<file path="src/rtl/pc_sel_pkg.sv">
// Shared constants for the PC select/register block.
package pc_sel_pkg;

  localparam logic [31:0] DEF_RESET_PC = 32'hBFC0_0000;
  localparam logic [31:0] EXC_VECTOR   = 32'hBFC0_0180;
  localparam int unsigned DEF_STEP     = 4;
  localparam int unsigned MAX_NSRC     = 8;

  // Index width for an n-input encoder; never narrower than one bit.
  function automatic int unsigned idx_width(input int unsigned n);
    return (n > 1) ? $clog2(n) : 1;
  endfunction

endpackage

</file>
<file path="src/rtl/pc_prio_enc.sv">
// Highest-index-wins priority encoder over the redirect request vector.
module pc_prio_enc
  import pc_sel_pkg::*;
#(
  parameter int unsigned NSRC  = 4,
  parameter int unsigned IDX_W = idx_width(NSRC)
) (
  input  logic [NSRC-1:0]  req,
  output logic [IDX_W-1:0] idx_c,
  output logic             any_c
);

  // Later (higher) indices overwrite earlier ones, so the top set bit wins.
  always_comb begin
    idx_c = '0;
    any_c = |req;
    for (int i = 0; i < int'(NSRC); i++) begin
      if (req[i]) idx_c = IDX_W'(i);
    end
  end

endmodule

</file>
<file path="src/rtl/pc_sel_reg.sv">
// PC register with prioritised redirects, stall hold and a pending redirect slot.
// Optional alignment check on redirect targets: define PC_SEL_ALIGN_CHECK_EN.
module pc_sel_reg
  import pc_sel_pkg::*;
#(
  parameter int unsigned      WIDTH    = 32,
  parameter int unsigned      NSRC     = 4,
  parameter logic [WIDTH-1:0] RESET_PC = WIDTH'(DEF_RESET_PC),
  parameter int unsigned      STEP     = DEF_STEP
) (
  input  logic                  clk,
  input  logic                  rst,
  input  logic                  stall,
  input  logic [NSRC-1:0]       src_req,
  input  logic [NSRC*WIDTH-1:0] src_pc,
  output logic [WIDTH-1:0]      pc,
  output logic                  pc_valid,
  output logic                  redir,
  output logic                  pend,
  output logic                  misalign
);

  localparam int unsigned IDX_W = idx_width(NSRC);

  logic [IDX_W-1:0] win_idx;
  logic             win_any;
  logic [WIDTH-1:0] win_pc;
  logic [WIDTH-1:0] tgt;
  logic [WIDTH-1:0] pend_pc;
  logic [WIDTH-1:0] pc_nxt;
  logic [WIDTH-1:0] pend_pc_nxt;
  logic             pend_nxt;
  logic             redir_nxt;

`ifdef PC_SEL_ALIGN_CHECK_EN
  localparam logic [WIDTH-1:0] ALIGN_MASK = WIDTH'(STEP - 1);
  logic mis_nxt;
`endif

  pc_prio_enc #(
    .NSRC  (NSRC),
    .IDX_W (IDX_W)
  ) u_prio_enc (
    .req   (src_req),
    .idx_c (win_idx),
    .any_c (win_any)
  );

  // Target mux: pick the winning source's slice of the flattened target bus.
  always_comb begin
    win_pc = '0;
    for (int i = 0; i < int'(NSRC); i++) begin
      if (IDX_W'(i) == win_idx) win_pc = src_pc[i*WIDTH +: WIDTH];
    end
  end

  // Next PC / pending state; nothing advances until the cycle after reset release.
  always_comb begin
    pc_nxt      = pc;
    pend_nxt    = pend;
    pend_pc_nxt = pend_pc;
    redir_nxt   = 1'b0;
    tgt         = win_any ? win_pc : pend_pc;
`ifdef PC_SEL_ALIGN_CHECK_EN
    mis_nxt     = 1'b0;
`endif
    if (pc_valid) begin
      if (stall) begin
        if (win_any) begin
          pend_nxt    = 1'b1;
          pend_pc_nxt = win_pc;
        end
      end else begin
        pend_nxt = 1'b0;
        if (win_any || pend) begin
          redir_nxt = 1'b1;
          pc_nxt    = tgt;
`ifdef PC_SEL_ALIGN_CHECK_EN
          if (|(tgt & ALIGN_MASK)) begin
            pc_nxt  = WIDTH'(EXC_VECTOR);
            mis_nxt = 1'b1;
          end
`endif
        end else begin
          pc_nxt = pc + WIDTH'(STEP);
        end
      end
    end
  end

  // PC, status and pending-target registers.
  always_ff @(posedge clk or posedge rst) begin
    if (rst) begin
      pc       <= RESET_PC;
      pc_valid <= 1'b0;
      redir    <= 1'b0;
      pend     <= 1'b0;
      pend_pc  <= '0;
    end else begin
      pc       <= pc_nxt;
      pc_valid <= 1'b1;
      redir    <= redir_nxt;
      pend     <= pend_nxt;
      pend_pc  <= pend_pc_nxt;
    end
  end

`ifdef PC_SEL_ALIGN_CHECK_EN
  // One-cycle misalignment pulse accompanying the exception-vector load.
  always_ff @(posedge clk or posedge rst) begin
    if (rst) misalign <= 1'b0;
    else     misalign <= mis_nxt;
  end
`else
  assign misalign = 1'b0;
`endif

endmodule

</file>
<file path="config.mk">
export PLATFORM = sky130hd
export DESIGN_NAME = pc_sel_reg
export DESIGN_NICKNAME = d
export VERILOG_FILES = /design/src/rtl/pc_sel_pkg.sv /design/src/rtl/pc_prio_enc.sv /design/src/rtl/pc_sel_reg.sv
export SDC_FILE = /design/constraint.sdc
export NUM_CORES = 1
export LEC_CHECK = 0
export BUFFER_PORTS_ARGS = -buffer_cell sky130_fd_sc_hd__clkbuf_2
export CORE_MARGIN = 2
export CORE_UTILIZATION = 51
export CTS_BUF_LIST = sky130_fd_sc_hd__clkbuf_8
export CTS_CLUSTER_SIZE = 12
export DETAILED_ROUTE_END_ITERATION = 10
export PLACE_DENSITY_LB_ADDON = 0.05
export SLEW_MARGIN = 25
export SYNTH_ARGS = -nofsm -noshare
export SYNTH_HDL_FRONTEND = slang
export SYNTH_HIERARCHICAL = 1
export SYNTH_SLANG_ARGS = --single-unit
</file>
<file path="constraint.sdc">
create_clock -name clk -period 2.26 [get_ports clk]
set_input_delay 0 -clock clk [delete_from_list [all_inputs] [get_ports clk]]
set_output_delay 0 -clock clk [all_outputs]
set_load 0.01 [all_outputs]
</file>
After elaboration in Yosys (flattened, before gate mapping)
Index checks and enable logic that the tools add are counted.
{ "classes": {"bitwise": 1, "n_eq_ne": 4, "reduce_logical": 6, "addsub": 1, "n_mux": 14} }
{ "op_table": {"columns": ["operator", "n"], "rows": [
  ["two-way mux 32 bit", 6],
  ["adder 32 x 3 -> 32 bit (second input constant)", 1],
  ["two-way mux 1 bit", 6],
  ["AND reduction 2 bit", 3],
  ["== test 2 bit (first input constant)", 2],
  ["two-way mux 2 bit", 2],
  ["OR reduction 4 bit", 1],
  ["== test 1 x 2 -> 1 bit (first input constant)", 1],
  ["logical NOT 2 bit", 1],
  ["inequality test 2 x 1 -> 1 bit (second input constant)", 1],
  ["logical OR 1 bit", 1],
  ["NOT 1 bit", 1]
]} }
{ "totals": {"input_bits": 135, "wordCells": 31, "reg_bits": 67} }

Longest topological paths before layout
Gate-level depths: netlist of run 1.
{ "logic_depth": {"depth_word": 10, "mapped_depth": 10, "mapped_depth_nobuf": 8} }

By module
The synthesis of run 1 kept the hierarchy.
{ "by_module_without_submodules": {"columns": ["mod", "cells_each", "area_per_inst_um2", "seq_area_each_um2", "instances"], "rows": [
  ["pc_sel_reg", 440, 4444.3, 1687.9, 1],
  ["pc_prio_enc", 4, 23.8, 0.0, 1]
]} }

Worst setup path after synthesis of run 1
Ideal clock, no wire load.
{ "synth_path": {"kind": "flip-flop to flip-flop", "from": "register pc[2]", "to": "register pc[26]", "stages_incl_launch_ff": 7, "t_required_ns": 2.171, "n_path_buf": 0, "setup_time_ns": 0.089, "slack_ns": 0.316, "arrival_time_ns": 1.855, "path_cell_list": "dfrtp_1 -> ha_1 -> nand4_2 -> or2_1 -> nor4_4 -> a311oi_1 -> a211oi_1"} }
{ "synth_between": {"elab_chain_cells": 2} }
{ "synth_rtl": {"columns": ["element", "line", "text"], "rows": [
  ["from (decl)", "pc_sel_reg.sv:16", "output logic [WIDTH-1:0] pc,"],
  ["from (signal assigned)", "pc_sel_reg.sv:100", "pc <= pc_nxt;"],
  ["adder 32 x 3 -> 32 bit", "pc_sel_reg.sv:85", "pc_nxt = pc + WIDTH'(STEP);"],
  ["two-way mux 32 bit", "pc_sel_reg.sv:75", "if (win_any || pend) begin"]
]} }
Every way passes these cells.
A chain may end at the register's enable or synchronous reset.

Final worst setup path of run 1
Same ends and word-level chain as after synthesis.

==> metrics.txt, run 1 <==
wire length per cell after detailed routing 19.0 µm; syn avg cell area 10.1 µm²; cell count after synthesis 444; maximum number of pins on one net before global-route repair 68; maximum resistive drop on vdd 0.359 mV; peak fanout along the critical path 7; total number of yosys warnings 6; number of buffers and inverters on the critical path 0; final worst path period need 2.12 ns; post-detailed-route count of antenna-violating nets 0; number of hold violations in the final report 0; power density cells 680 nW/µm²; Diodes inserted 0; Die Y-Extent 97.6 µm; RSZ-0062 raised after global routing false; async set or reset register ratio after synthesis 1.00; number of I/O port buffers 169; worst path cell trace ha_1 -> nand4_2 -> or2_1 -> nor4_4 -> a311oi_1 -> a211oi_1; period utilization 0.936; Cell Count Post-Placement 711; number of standard cells in the layout, taps in and fillers out 729; Clock Root Buffer sky130_fd_sc_hd__clkbuf_8; wirelength, routed 13800 µm; total via count in the routed design 4363; Achievable Freq 473 MHz; number of levels the H-tree was split into 3; Post-CTS Repair Setup Buffers 0; final-report max-slew violation count 0; distinct cell type count of the synthesized netlist 54; vias per cell 5.98; required time at the endpoint of the critical path 2.54 ns; placer's final routability congestion estimate 0.931; kind of critical path register to register; Resize count post-CTS 0; Skew-Pair Late Insertion Delay 0.36 ns; layout cells sized above 1 0.452; Max Cap Viol 0; number of nets in the finished design 752; GR Overflow Total 0; number of buffers inserted during clock tree synthesis 9; main flop type after synthesis sky130_fd_sc_hd__dfrtp_1; DIE WIDTH 97.6 µm; kind of start point of the critical path register; register area share after synthesis 0.378; Clock Skews 0.0109 ns; standard-cell rows 34; post-synthesis cell area 4470 µm²; EDFF count, synth 0; total negative setup slack 0 ns; effective utilization at floorplan 0.520; Clk pin slew, worst setup/hold paths 0.08 ns; crit path capture type register; TritonCTS clock tree done; overall routing resource usage 0.296; HPWL reported at the end of detailed placement 10700 µm; Die ar. 9530 µm²; Post-route DRC 0; slowest stage delay, CP 0.45 ns; Max stage delay cell, worst path sky130_fd_sc_hd__dfrtp_1; data arrival time of the critical path 2.39 ns; syn nets 580; Slew Limit Headroom 0.646; Lkg Pwr 2.70 nW; maximum clock insertion buffer count 2; antenna violations before repair 0; type of the tightest min-delay check input port to register; number of hold buffers added after cts 2; flop and latch count out of synthesis 67; worst slack on hold paths 0.118 ns; clock sinks 67; floorplan core area 8590 µm²; Top-Level Pins 171; outcome finished clean; dominant delay contributor by cell family on the critical path simple AND/OR/NAND/NOR gates; Worst Max-Slew Pin Slew 0.526 ns; P&R area growth vs syn 29.2%; first-pass GRT wire length 22000 µm; detailed-routing iteration count for the pre-antenna-repair pass 5; Starting DRT DRC Count 219; Setup violations, final 0; via count of the first global-routing pass 4200
[cell type report]
type | count | area [µm²]
inverters | 10 | 37.5
clock inverters | 6 | 104
well taps | 108 | 135
clock buffers | 10 | 138
repair buffers | 197 | 1090
multi-input cells | 331 | 2590
fillers | 725 | 2820
flip-flops and latches | 67 | 1690
[cells by family (layout without fill, tap and decap cells)]
family,Yosys count,in the layout,synth area share
buf+inv,46,223,0.0437
simple gates,134,134,0.162
mux,69,69,0.237
fa+ha+maj,1,1,0.00280
compound gates,125,125,0.176
flops,67,67,0.378
other cells,2,2,0.00168
[stage by stage]
| step | instance area [µm²] | util | power [mW] | setup slack (ns) |
|---|---|---|---|---|
| final | 5770 | 0.672 | 3.93 | 0.144 |
| after CTS | 5770 | 0.672 | 3.94 | 0.141 |
| after global routing | 5770 | 0.672 | 4.13 | 0.0273 |
| after detailed placement | 5510 | 0.642 | 2.70 | 0.159 |
| after floorplan | 4470 | - | 2.24 | 0.316 |
| after global placement | 5510 | 0.642 | 2.66 | 0.240 |
[synthesized netlist by cell type (3+ instances only)]
master	number	area, µm²
sky130_fd_sc_hd__o221ai_1	5	43.8
sky130_fd_sc_hd__buf_2	9	45.0
sky130_fd_sc_hd__nor4_4	3	63.8
sky130_fd_sc_hd__dfstp_2	9	236
sky130_fd_sc_hd__nor3_1	5	25.0
sky130_fd_sc_hd__a311oi_1	8	70.1
sky130_fd_sc_hd__o22a_1	4	35.0
sky130_fd_sc_hd__nand2_1	36	135
sky130_fd_sc_hd__dfrtp_1	58	1450
sky130_fd_sc_hd__mux2_2	23	259
sky130_fd_sc_hd__o211ai_1	3	22.5
sky130_fd_sc_hd__nand4_1	4	25.0
sky130_fd_sc_hd__nand3_1	14	70.1
sky130_fd_sc_hd__and4_1	4	35.0
sky130_fd_sc_hd__o21a_1	6	45.0
sky130_fd_sc_hd__or3_1	6	37.5
sky130_fd_sc_hd__a21oi_1	41	205
sky130_fd_sc_hd__o21ai_0	29	145
sky130_fd_sc_hd__a211oi_1	6	45.0
sky130_fd_sc_hd__inv_1	10	37.5
sky130_fd_sc_hd__or4_1	4	30.0
sky130_fd_sc_hd__mux2i_1	19	190
sky130_fd_sc_hd__nor4_1	5	31.3
sky130_fd_sc_hd__nor2_1	38	143
sky130_fd_sc_hd__clkbuf_1	24	90.1
sky130_fd_sc_hd__a31oi_1	9	56.3
sky130_fd_sc_hd__mux4_2	27	608
[sequential cells by signal (all words and copies together), names as in the netlist]
register / cells
pc: 32
pend: 1
redir: 1
pc_valid: 1
pend_pc: 32
[power by group]
part / leakage [nW] / switching, mW / internal (mW)
Clock: 0.127 / 0.487 / 0.755
Combinational: 1.80 / 0.528 / 0.503
Sequential: 0.767 / 0.220 / 1.44
Total: 2.70 / 1.23 / 2.69
[metal layers]
| layer | global-route usage | wire length [µm] | vias up |
|---|---|---|---|
| li1 | - | - | 2035 |
| met1 | 0.415 | 5850 | 2123 |
| met2 | 0.470 | 6780 | 192 |
| met3 | 0.0741 | 1060 | 13 |
| met4 | 0.0620 | 139 | 0 |
| met5 | 0 | 0 | - |
[cell usage in the layout, fill, tap and decap left out, drive strengths merged, types with 11 or more instances in the layout]
cell	n
o21ai	29
mux2i	19
mux4	27
inv	11
clkbuf	179
buf	26
nand2	36
mux2	23
a21oi	41
nand3	16
nor2	38
dfrtp	58
[worst min-delay path: cells and delay by family]
family	cells	cell delay (ns)
multiplexers	2	0.37
buffers and inverters	1	0.07
[path summary, 6_finish.rpt]
| path | start | to | slack, ns | cells past startpoint |
|---|---|---|---|---|
| worst max-delay path | pc[2] | pc[26] | 0.14 | 6 |
| worst min-delay path | src_pc[85] | pend_pc[21] | 0.12 | 3 |
| worst min register to register | pend_pc[26] | pend_pc[26] | 0.49 | 2 |
| worst max register to register | pc[2] | pc[26] | 0.14 | 6 |
| min in group asynchronous | rst | pc[30] | 0.23 | 4 |
| max in group asynchronous | rst | pc[31] | 1.67 | 4 |
(Power assumes the default switching activity.)
==> inputs of run 2 (changes only) <==
--- a/config.mk
+++ b/config.mk
@@ -12,6 +12,7 @@
 export CTS_CLUSTER_SIZE = 12
 export DETAILED_ROUTE_END_ITERATION = 10
 export PLACE_DENSITY_LB_ADDON = 0.05
+export SETUP_SLACK_MARGIN = 0.15
 export SLEW_MARGIN = 25
 export SYNTH_ARGS = -nofsm -noshare
 export SYNTH_HDL_FRONTEND = slang
==> run 2 against run 1 <==
Against the previous run:
- maximum frequency increased by 6.6%
- first-iteration DRC count increased by 16%
- utilization about the same
- clock skew decreased by 0.0012 ns
- highest routed layer unchanged
- setup slack improved by 0.13 ns
- largest cell class unchanged
==> metrics.txt, run 2 (synthesis results as in run 1) <==
peak fanout along the critical path 7; detailed-routing iteration count for the pre-antenna-repair pass 5; placement-stage cell area 5510 µm²; total via count in the routed design 4349; data arrival time of the critical path 2.25 ns; most frequent standard cell in the layout excluding fill and tap cells sky130_fd_sc_hd__clkbuf_2; launch point of the critical path pc[2]; largest registers ranked by flip-flop count pc (32), pend_pc (32); GR Overflow Total 0; register-to-register setup slack 0.27 ns; final worst path period need 1.99 ns; Slew Limit Headroom 0.658; post-detailed-route count of antenna-violating nets 0; Sequential cell area 1690 µm²; maximum clock insertion buffer count 2; crit path capture type register; number of hold violations in the final report 0; DIE WIDTH 97.6 µm; Max Cap Viol 0; FF-to-FF End pc[20]; required time at the endpoint of the critical path 2.53 ns; total negative setup slack 0 ns; vias per cell 5.97; layout cells sized above 1 0.454; standard-cell rows 34; power density cells 680 nW/µm²; Post-route DRC 0; period utilization 0.879; maximum resistive drop on vdd 0.358 mV; via count of the first global-routing pass 4199; Die Y-Extent 97.6 µm; final-report max-slew violation count 0; P&R area growth vs syn 29.3%; overall routing resource usage 0.296; wirelength, routed 13800 µm; number of nets in the finished design 752; Clock Root Buffer sky130_fd_sc_hd__clkbuf_8; effective utilization at floorplan 0.520; Starting DRT DRC Count 255; Worst Max-Slew Pin Slew 0.508 ns; origin of the worst min-delay path src_pc[85]; Final Core Density 0.672; Die ar. 9530 µm²; Lkg Pwr 2.70 nW; antenna violations before repair 0; maximum number of pins on one net before global-route repair 68; Post-CTS Repair Setup Buffers 0; Setup violations, final 0; Clk pin slew, worst setup/hold paths 0.08 ns; first-pass GRT wire length 22000 µm; HPWL reported at the end of detailed placement 10700 µm; type of the tightest min-delay check input port to register; Skew-Pair Late Insertion Delay 0.36 ns; clock sinks 67; worst setup path endpoint pc[20]; worst setup timing slack at the placement stage 0.159 ns; Diodes inserted 0; outcome finished clean; Clock Skews 0.00972 ns; placer's final routability congestion estimate 0.931; Top-Level Pins 171; number of levels the H-tree was split into 3; number of I/O port buffers 169; reg2reg start pc[2]; kind of critical path register to register; setup slack after layout 0.274 ns; kind of start point of the critical path register; number of buffers inserted during clock tree synthesis 9; floorplan core area 8590 µm²; multi-input gate area in the final layout 2590 µm²; RSZ-0062 raised after global routing false; count of cells along the worst register-to-register path 5; number of inserted filler cells in the final layout 724; TritonCTS clock tree done; wire length per cell after detailed routing 19.0 µm; design area 5780 µm²; top library cells by usage in the layout, fill and taps aside sky130_fd_sc_hd__clkbuf_2, sky130_fd_sc_hd__dfrtp_1, sky130_fd_sc_hd__a21oi_1; Achievable Freq 504 MHz; total power 3.93 mW
[run 2: cell types whose count changed in the layout (fill, tap and decap cells not counted)]
cell	change
sky130_fd_sc_hd__or2_1	-1
sky130_fd_sc_hd__or2_4	+1
[run 2: metal layers]
metal  share of wire  GRT usage  wire, µm
met3           0.078     0.0741      1080
met4           0.011     0.0620       149
met5               0          0         0
met2            0.49      0.469      6700
met1            0.43      0.416      5890
[run 2: final cells by class]
cell class / instances / share of cell area
multi-input combinational: 331 / 0.448
timing repair buffer: 197 / 0.188
tap: 108 / 0.0234
sequential: 67 / 0.292
clock buffer: 10 / 0.0238
inverter: 10 / 0.00650
clock inverter: 6 / 0.0180
[run 2: timing repair]
item,4_1_cts,5_1_grt
hold buffers,2,0
hold endpoints to repair,65,0
endpoints found under the setup margin,1,1
gates resized for setup,0,1
pin swaps,1,0
[run 2: stage by stage]
stage	hold slack [ns]	cells
floorplan	0.335	444
global placement	0.0823	711
detailed placement	0.0877	711
CTS	0.118	729
global route	0.125	729
finish	0.117	729
[run 2: worst max-delay path, cell delays in order (launching register included)]
cell,delay (ns)
sky130_fd_sc_hd__dfrtp_1,0.45
sky130_fd_sc_hd__ha_1,0.27
sky130_fd_sc_hd__nand4_2,0.20
sky130_fd_sc_hd__or2_4,0.34
sky130_fd_sc_hd__or3_1,0.39
sky130_fd_sc_hd__a211oi_1,0.24
[run 2: where the power goes]
| group | leakage (nW) | switching [mW] | total, mW | internal (mW) |
|---|---|---|---|---|
| sequential | 0.767 | 0.220 | 1.66 | 1.44 |
| clock | 0.127 | 0.486 | 1.24 | 0.756 |
| combinational | 1.80 | 0.526 | 1.03 | 0.503 |
| total | 2.70 | 1.23 | 3.93 | 2.69 |
[run 2: how the worst min path moves through the flow]
stage               slack, ns  cells past startpoint           to
CTS                      0.12                      3  pend_pc[21]
global placement         0.08                      3       pc[21]
finish                   0.12                      3  pend_pc[21]
detailed placement       0.09                      3       pc[21]
global route             0.12                      3  pend_pc[22]
floorplan                0.33                      4  pend_pc[30]
